$ cat src/rtl/reduce_pkg.sv
// Shared definitions for the sequential bit-reduction unit.
// Optional feature: REDUCE_SEQ_XOR_EN enables the XOR (parity) operation.
package reduce_pkg;

    localparam logic [1:0] OP_OR  = 2'b00;
    localparam logic [1:0] OP_AND = 2'b01;
    localparam logic [1:0] OP_XOR = 2'b10;
    localparam logic [1:0] OP_RSV = 2'b11;

    typedef enum logic [1:0] {
        IDLE,
        BUSY,
        DONE
    } state_t;

    // Starting accumulator value: 1 for AND, 0 for OR/XOR/reserved.
    function automatic logic identity(input logic [1:0] op);
        return (op == OP_AND);
    endfunction

    // Two-input combine of the accumulator with a reduced chunk.
    // Without REDUCE_SEQ_XOR_EN, XOR and reserved fall back to OR.
    function automatic logic combine(input logic [1:0] op,
                                     input logic    x,
                                     input logic    y);
        logic r;
        r = x | y;
        if (op == OP_AND)
            r = x & y;
`ifdef REDUCE_SEQ_XOR_EN
        else if (op == OP_XOR)
            r = x ^ y;
`endif
        return r;
    endfunction

endpackage

$ cat src/rtl/reduce_seq_if.sv
// Handshake bundle for reduce_seq: operand side (in_valid/in_ready/a/op)
// and result side (out_valid/out_ready/out). slave = unit, master = user.
interface reduce_seq_if #(
    parameter int WIDTH = 16
);
    logic             in_valid;
    logic             in_ready;
    logic [WIDTH-1:0] a;
    logic [1:0]       op;
    logic             out_valid;
    logic             out_ready;
    logic             out;

    modport slave (
        input  in_valid, a, op, out_ready,
        output in_ready, out_valid, out
    );

    modport master (
        output in_valid, a, op, out_ready,
        input  in_ready, out_valid, out
    );
endinterface

$ cat src/rtl/reduce_chunk.sv
// Combinational CHUNK-wide reduction of one operand slice.
// Ports: i_chunk (slice), i_op (operation), o_bit (reduced bit).
// REDUCE_SEQ_XOR_EN builds the XOR path; otherwise op 10 reduces as OR.
module reduce_chunk
    import reduce_pkg::*;
#(
    parameter int CHUNK = 4
) (
    input  logic [CHUNK-1:0] i_chunk,
    input  logic [1:0]       i_op,
    output logic             o_bit
);

    always_comb begin
        o_bit = |i_chunk;
        if (i_op == OP_AND)
            o_bit = &i_chunk;
`ifdef REDUCE_SEQ_XOR_EN
        else if (i_op == OP_XOR)
            o_bit = ^i_chunk;
`endif
    end

endmodule

$ cat src/rtl/reduce_seq.sv
// Multi-cycle reduction of a WIDTH-bit operand to one bit, CHUNK bits
// per clock, LSB chunk first. Ports: clk, rst (async, active-high),
// bus (reduce_seq_if.slave). REDUCE_SEQ_XOR_EN enables op 10 = XOR.
module reduce_seq
    import reduce_pkg::*;
#(
    parameter int WIDTH = 16,
    parameter int CHUNK = 4
) (
    input  logic         clk,
    input  logic         rst,
    reduce_seq_if.slave  bus
);

    localparam int NCHUNK = WIDTH / CHUNK;
    localparam int IDXW   = (NCHUNK > 1) ? $clog2(NCHUNK) : 1;
    localparam logic [IDXW-1:0] LAST = IDXW'(NCHUNK - 1);

    state_t           r_state;
    state_t           w_next;
    logic [WIDTH-1:0] r_a;
    logic [1:0]       r_op;
    logic             r_acc;
    logic [IDXW-1:0]  r_idx;
    logic             r_out;
    logic             r_out_valid;

    logic [WIDTH-1:0] w_shift;
    logic [CHUNK-1:0] w_chunk;
    logic             w_chunk_bit;
    logic             w_fold;
    logic             w_last;

    // Shift instead of a variable part-select keeps widths explicit.
    assign w_shift = r_a >> (32'(r_idx) * CHUNK);
    assign w_chunk = w_shift[CHUNK-1:0];
    assign w_last  = (r_idx == LAST);

    reduce_chunk #(
        .CHUNK (CHUNK)
    ) u_chunk (
        .i_chunk (w_chunk),
        .i_op    (r_op),
        .o_bit   (w_chunk_bit)
    );

    assign w_fold = combine(r_op, r_acc, w_chunk_bit);

    always_ff @(posedge clk or posedge rst) begin
        if (rst)
            r_state <= IDLE;
        else
            r_state <= w_next;
    end

    always_comb begin
        w_next = r_state;
        unique case (r_state)
            IDLE:    if (bus.in_valid) w_next = BUSY;
            BUSY:    if (w_last) w_next = DONE;
            DONE:    if (bus.out_ready) w_next = IDLE;
            default: w_next = IDLE;
        endcase
    end

    always_ff @(posedge clk or posedge rst) begin
        if (rst) begin
            r_a         <= '0;
            r_op        <= OP_OR;
            r_acc       <= 1'b0;
            r_idx       <= '0;
            r_out       <= 1'b0;
            r_out_valid <= 1'b0;
        end else begin
            unique case (r_state)
                IDLE: begin
                    if (bus.in_valid) begin
                        r_a   <= bus.a;
                        r_op  <= bus.op;
                        r_acc <= identity(bus.op);
                        r_idx <= '0;
                    end
                end
                BUSY: begin
                    r_acc <= w_fold;
                    r_idx <= r_idx + IDXW'(1);
                    if (w_last) begin
                        r_out       <= w_fold;
                        r_out_valid <= 1'b1;
                    end
                end
                DONE: begin
                    if (bus.out_ready)
                        r_out_valid <= 1'b0;
                end
                default: r_out_valid <= 1'b0;
            endcase
        end
    end

    assign bus.in_ready  = (r_state == IDLE);
    assign bus.out_valid = r_out_valid;
    assign bus.out       = r_out;

endmodule
$ cat src/flat_wrapper.sv
// flat-port wrapper written by rule: the top's interface ports become plain ports
module reduce_seq_flat import reduce_pkg::*;
#(
    parameter int WIDTH = 16,
    parameter int CHUNK = 4
)
  (clk, rst, bus_in_valid, bus_a, bus_op, bus_out_ready, bus_in_ready, bus_out_valid, bus_out);
  reduce_seq_if #(.WIDTH(WIDTH)) bus_i ();
  input  logic clk;
  input  logic rst;
  input wire logic [$bits(bus_i.in_valid)-1:0] bus_in_valid;
  input wire logic [$bits(bus_i.a)-1:0] bus_a;
  input wire logic [$bits(bus_i.op)-1:0] bus_op;
  input wire logic [$bits(bus_i.out_ready)-1:0] bus_out_ready;
  output wire logic [$bits(bus_i.in_ready)-1:0] bus_in_ready;
  output wire logic [$bits(bus_i.out_valid)-1:0] bus_out_valid;
  output wire logic [$bits(bus_i.out)-1:0] bus_out;
  assign bus_i.in_valid = bus_in_valid;
  assign bus_i.a = bus_a;
  assign bus_i.op = bus_op;
  assign bus_i.out_ready = bus_out_ready;
  assign bus_in_ready = bus_i.in_ready;
  assign bus_out_valid = bus_i.out_valid;
  assign bus_out = bus_i.out;
  reduce_seq #(.WIDTH(WIDTH), .CHUNK(CHUNK)) u_core (.clk(clk), .rst(rst), .bus(bus_i));
endmodule
$ cat config.mk
export PLATFORM = sky130hd
export DESIGN_NAME = reduce_seq_flat
export DESIGN_NICKNAME = d
export VERILOG_FILES = /design/src/rtl/reduce_pkg.sv /design/src/rtl/reduce_seq_if.sv /design/src/rtl/reduce_chunk.sv /design/src/rtl/reduce_seq.sv /design/src/flat_wrapper.sv
export SDC_FILE = /design/constraint.sdc
export NUM_CORES = 1
export LEC_CHECK = 0
export ABC_AREA = 1
export CAP_MARGIN = 20
export CORE_MARGIN = 1.5
export CORE_UTILIZATION = 40
export CTS_CLUSTER_DIAMETER = 200
export DETAILED_ROUTE_END_ITERATION = 6
export PLACE_DENSITY = 0.69
export SLEW_MARGIN = 40
export SYNTH_ARGS = -nofsm -noshare
export SYNTH_HDL_FRONTEND = slang
export SYNTH_SLANG_ARGS = --single-unit
$ cat constraint.sdc
create_clock -name clk -period 1.3 [get_ports clk]
set_clock_uncertainty 0.1 [all_clocks]
set_input_delay 0.195 -clock clk [delete_from_list [all_inputs] [get_ports clk]]
set_output_delay 0.195 -clock clk [all_outputs]
set_load 0.01 [all_outputs]
* Yosys cells after proc, flatten, opt, wreduce, memory -nomap -nowiden
Cells that the tools add are included.
Widths: inputs -> output; s select.
** Storage, ports and cells
- Word-level logic and storage cells :: 42
- Input port bits :: 22
- Output and inout port bits :: 3
- Register bits after elaboration :: 25
** Cells by class
- Eq/ne operators :: 8
- Shifts and indexed selects :: 1
- Reduce and logical (&&, ||, !) cells :: 9
- Muxes and demuxes :: 13
- Bitwise gates (word level) :: 3
- Add/subtract/negate cells :: 1
** Operators with widths (number)
- $shr 16x4->4 :: 1
- $mux 2 :: 4
- $eq 2x1->1 const B :: 3
- $pmux 2 s3 :: 1
- $reduce_and 2->1 :: 3
- $reduce_and 3->1 :: 2
- $mux 1 :: 5
- $eq 2x2->1 const B :: 2
- $ne 2x2->1 const B :: 2
- $pmux 2 s2 :: 1
- $reduce_and 4->1 :: 1
- $reduce_or 4->1 :: 1
- $pmux 1 s3 :: 1
- $add 2x1->2 const B :: 1
- $logic_not 2->1 :: 1
- $ne 2x1->1 const B :: 1
- $pmux 1 s2 :: 1
- $reduce_bool 2->1 :: 1
- $and 1x1->1 :: 1
- $not 1->1 :: 1
- $or 1x1->1 :: 1

* Depth between registers and ports, before layout
- Depth after elaboration :: 6
- Gate-level depth with buffers :: 9
- Gate-level depth less buffers :: 9

* By module
Synthesis repeated with hierarchy kept, for this count alone.
** Second synthesis, totals
- Cells, all modules :: 162
- Area total of the unflattened synthesis :: 1239.9 µm²
** Modules (own cells, without submodules)
- reduce_seq :: area each 1192.4 µm², sequential area each 625.6 µm², cells an instance 150, instances 1
- reduce_chunk :: area each 47.5 µm², sequential area each 0.0 µm², cells an instance 12, instances 1

* Worst setup path after synthesis
Ideal clock, no wire load.
- Kind :: reg2reg
- From :: register u_core.r_idx[0]
- To :: register u_core.r_acc
- Required time :: 1.079 ns
- Clock period less this slack :: 1.269 ns
- Setup slack :: 0.031 ns
- Arrival :: 1.048 ns
- Stages on the path, launching flop included :: 10
- Buffers on the path :: 1
- Setup time :: 0.121 ns
- Path through :: dfrtp_1 -> buf_6 -> nand2_1 -> nand3_1 -> nand2_2 -> nand3_2 -> o21bai_2 -> nand2_1 -> nand2_1 -> nand2_1
** Between the ends
- Cells in the longest elaborated chain, start to end :: 6
- Elaborated cells on any way between the ends :: 8
- Classes of those cells :: shift (1); mux (3); bitwise (2); reduce/logical (2)
** Ends and longest elaborated chain
- start, declared :: RTL line reduce_seq.sv:24 : logic [IDXW-1:0] r_idx;
- start signal, assigned :: RTL line reduce_seq.sv:86 : r_idx <= r_idx + IDXW'(1);
- $shr 16x4->4 (*) :: RTL line reduce_seq.sv:35 : assign w_shift = r_a >> (32'(r_idx) * CHUNK);
- $reduce_or 4->1 / $reduce_and 4->1 (equally long branches) :: RTL line reduce_chunk.sv:15, reduce_chunk.sv:17
- $mux 1 (*) :: RTL line reduce_chunk.sv:16 : if (i_op == OP_AND)
- $or 1x1->1 / $and 1x1->1 (equally long branches) :: RTL line reduce_pkg.sv:27, reduce_pkg.sv:29
- $mux 1 (*) :: RTL line reduce_pkg.sv:28 : if (op == OP_AND)
- $pmux 1 s2 (*) :: RTL line reduce_seq.sv:75 : unique case (r_state)
- end signal, assigned :: RTL line reduce_seq.sv:80 : r_acc <= identity(bus.op);
- end signal, assigned :: RTL line reduce_seq.sv:85 : r_acc <= w_fold;
- end, declared :: RTL line reduce_seq.sv:23 : logic r_acc;
Mark *: on every way between the ends. The rest lies on a longest branch, timed or not.
A chain may end at the register's enable or synchronous reset.

* Worst setup path after layout
- From :: register u_core.r_idx[0]
- To :: register u_core.r_out (netlist: u_core.bus.out)
** Between the ends
- Cells in the longest elaborated chain, start to end :: 5
- Elaborated cells on any way between the ends :: 9
- Classes of those cells :: eq/ne (1); shift (1); mux (2); bitwise (2); reduce/logical (3)
** Ends and longest elaborated chain
- $shr 16x4->4 :: RTL line reduce_seq.sv:35
- $reduce_or 4->1 / $reduce_and 4->1 (equally long branches) :: RTL line reduce_chunk.sv:15, reduce_chunk.sv:17
- $mux 1 :: RTL line reduce_chunk.sv:16
- $or 1x1->1 / $and 1x1->1 (equally long branches) :: RTL line reduce_pkg.sv:27, reduce_pkg.sv:29
- $mux 1 :: RTL line reduce_pkg.sv:28
- end signal, assigned :: RTL line reduce_seq.sv:88 : r_out <= w_fold;
- end, declared :: RTL line reduce_seq.sv:25 : logic r_out;
Several ways; a longest one is shown, not always the timed one.

==> results.json <==
{
  "ant_nets": 0,
  "rsz0062_at_grt": "true",
  "p_leak_nw": 0.878,
  "ios": 25,
  "drtIter0Drc": 31,
  "cts_buffers": 3,
  "whs_ns": 0.0978,
  "worstMarginPinSlew_ns": 0.192,
  "required_ns": 1.42,
  "place_congestion": 0.803,
  "violations": "negative setup slack",
  "relSlewSlack_pct": 87.2,
  "fmax_mhz": 713,
  "die_x_microns": 57.3,
  "synthCells": 150,
  "cp_max_fo": 6,
  "syn_to_final_growth_pct": 41.4,
  "clkTransAtPathRegs_ns": 0.13,
  "cts_sinks": 25,
  "comb_power_share_pct": 52.6,
  "rows": 19,
  "diodes": 0,
  "final_nets": 214,
  "wirelength_mm": 2.67,
  "worstSkewPairLatency_ns": 0.31,
  "power.switching_mw": 1.58,
  "dp_hpwl_mm": 1.87,
  "final_common_cell": "nand2_1",
  "antenna_found_initial": 0,
  "place_inst": 213,
  "grt_max_degree": 26,
  "syn-mean-instance-area_sq_um": 7.87,
  "cts_tree": "done",
  "grt_pass1_wl_mm": 4.42,
  "die_h_microns": 57.3,
  "yosys_warnings": 0,
  "track_usage_pct": 17.2,
  "finalSetupViolations": 2,
  "cap_violations": 0,
  "status": "finished, violations left",
  "final_cell_mix": "nand2_1 (71), dfrtp_1 (24), clkdlybuf4s50_1 (21)",
  "p_clk_share_pct": 9.0,
  "yosysSeqAreaShare_pct": 53.0,
  "syn-num-nets": 173,
  "drc": 0,
  "vdd_drop_max_mv": 1.30,
  "power_density_nw_per_um2": 2260,
  "startpoint_type": "flip-flop",
  "power_frac_seq_pct": 38.4,
  "synth_top_area_share_pct": 53.0,
  "critical_path_arrival_ns": 1.52,
  "core_area_sq_um": 2780,
  "ctsHoldBuffers": 0,
  "p_sw_share_pct": 41.9,
  "vias": 1092,
  "instances_no_fill": 221,
  "fin_ws_ns": -0.103,
  "crit_type": "reg2reg",
  "drv_slew": 0,
  "yosysUniqueCellTypes": 19,
  "port-buffer-count": 24,
  "grt_pass1_vias": 1081,
  "cp-end-kind": "flip-flop",
  "drt_pass1_iterations": 4,
  "via_per_inst": 4.94,
  "min_period_over_period_pct": 108,
  "hold_violations": 0,
  "timing.final.crit_period_ns": 1.40,
  "p_int_mw": 2.19,
  "post-route-util_pct": 60.1,
  "synth_area_leader_cell": "dfrtp_1",
  "overflow": 0,
  "clk_path_buf_depth": 2,
  "layout-drive-gt1-share_pct": 24.7,
  "initial_utilization_pct": 42.5,
  "root_buffer": "clkbuf_4",
  "htree_levels": 1,
  "dieArea_sq_um": 3290,
  "syn_area_sq_um": 1180,
  "routedWlPerCell_microns": 12.1,
  "synth_seq_cells": 25,
  "fill_cells": 263,
  "synth.area.top_cells": "dfrtp_1 (53%), nand2_1 (25%), nand3_1 (3.4%)",
  "hp-class": "in2async"
}
==> final cells by class <==
class,count,area (sq um),share of cell area (%)
Clock buffer,4,26.3,1.57
Multi-Input combinational cell,110,557,33.3
Sequential cell,25,627,37.5
Tap cell,31,38.8,2.32
Timing Repair Buffer,40,378,22.6
Inverter,11,43.8,2.62
==> Yosys cell counts (all sizes together) <==
| master | n |
|---|---|
| inv | 11 |
| buf | 4 |
| a32oi | 1 |
| nor2 | 8 |
| nand2 | 81 |
| o21bai | 2 |
| ha | 1 |
| a22o | 1 |
| a21oi | 1 |
| dfrtp | 25 |
| nand3 | 10 |
| o21ai | 5 |
==> power by group through the flow <==
stage / sequential (mW) / clock [mW] / combinational, mW
6_report: 1.45 / 0.341 / 1.99
5_1_grt: 1.49 / 0.387 / 2.23
4_1_cts: 1.40 / 0.350 / 1.76
3_5_place_dp: 1.41 / 0 / 1.71
3_3_place_gp: 1.40 / 0 / 1.65
2_1_floorplan: 1.36 / 0 / 1.13
==> through the flow <==
| stage | total power [mW] | setup slack, ns | area [sq um] | TNS [ns] |
|---|---|---|---|---|
| 2_1_floorplan | 2.49 | 0.0308 | 1180 | 0 |
| 3_3_place_gp | 3.05 | -0.0807 | 1530 | -0.568 |
| 3_5_place_dp | 3.12 | -0.0907 | 1530 | -0.699 |
| 4_1_cts | 3.51 | -0.0679 | 1580 | -0.136 |
| 5_1_grt | 4.10 | -0.182 | 1670 | -0.420 |
| 6_report | 3.77 | -0.103 | 1670 | -0.203 |
==> kinds of logic (layout without fill, tap and decap cells) <==
group           count (synthesis)  after routing  synth area share, %
buf+inv                        15             55                 6.14
compound gates                 10             10                 5.61
simple gates                   99             99                 34.2
fa+ha+maj                       1              1                 1.06
flops                          25             25                 53.0
==> flip-flops by register name, indices dropped and copies added (netlist names) <==
signal	cells
u_core.bus.out	1
u_core.bus.out_valid	1
u_core.r_state	2
u_core.r_acc	1
u_core.r_idx	2
u_core.r_a	16
u_core.r_op	2
==> worst max-delay path, cell delays in order (launching register included) <==
cell,delay (ns)
dfrtp_1,0.45
buf_6,0.17
nand2_2,0.06
nand3_2,0.08
nand2_2,0.09
nand3_2,0.08
o21bai_2,0.10
nand2_1,0.07
nand2_1,0.06
nand2_1,0.04
==> timing repair <==
action                                  4_1_cts  5_1_grt
endpoints found under the hold margin         0        0
setup buffers                                 1        1
cloned                                        0        2
resized for setup                            14       23
endpoints found under the setup margin       18       11
pin swaps                                     2        4
==> per-layer routing <==
metal	vias up	global-route usage, %	share of wire, %
li1	543	-	-
met1	523	20.7	43
met2	24	30.8	52
met3	2	2.49	4.2
met4	0	6.31	0.45
met5	-	0	0
==> final timing paths <==
path	start	end	slack [ns]	depth (start not counted)
worst min-delay path	rst	u_core.r_idx[1]$_DFFE_PP0P_	0.1	3
min in group clk	bus_a[0]	u_core.r_a[0]$_DFFE_PP0P_	0.30	3
max in group asynchronous	rst	u_core.r_idx[1]$_DFFE_PP0P_	0.85	3
worst max-delay path	u_core.r_idx[0]$_DFFE_PP0P_	u_core.bus.out$_DFFE_PP0P_	-0.10	9
worst max register to register	u_core.r_idx[0]$_DFFE_PP0P_	u_core.bus.out$_DFFE_PP0P_	-0.10	9
worst min register to register	u_core.r_a[6]$_DFFE_PP0P_	u_core.r_a[6]$_DFFE_PP0P_	0.40	2
Note: power is estimated with default switching activity, not from simulation.
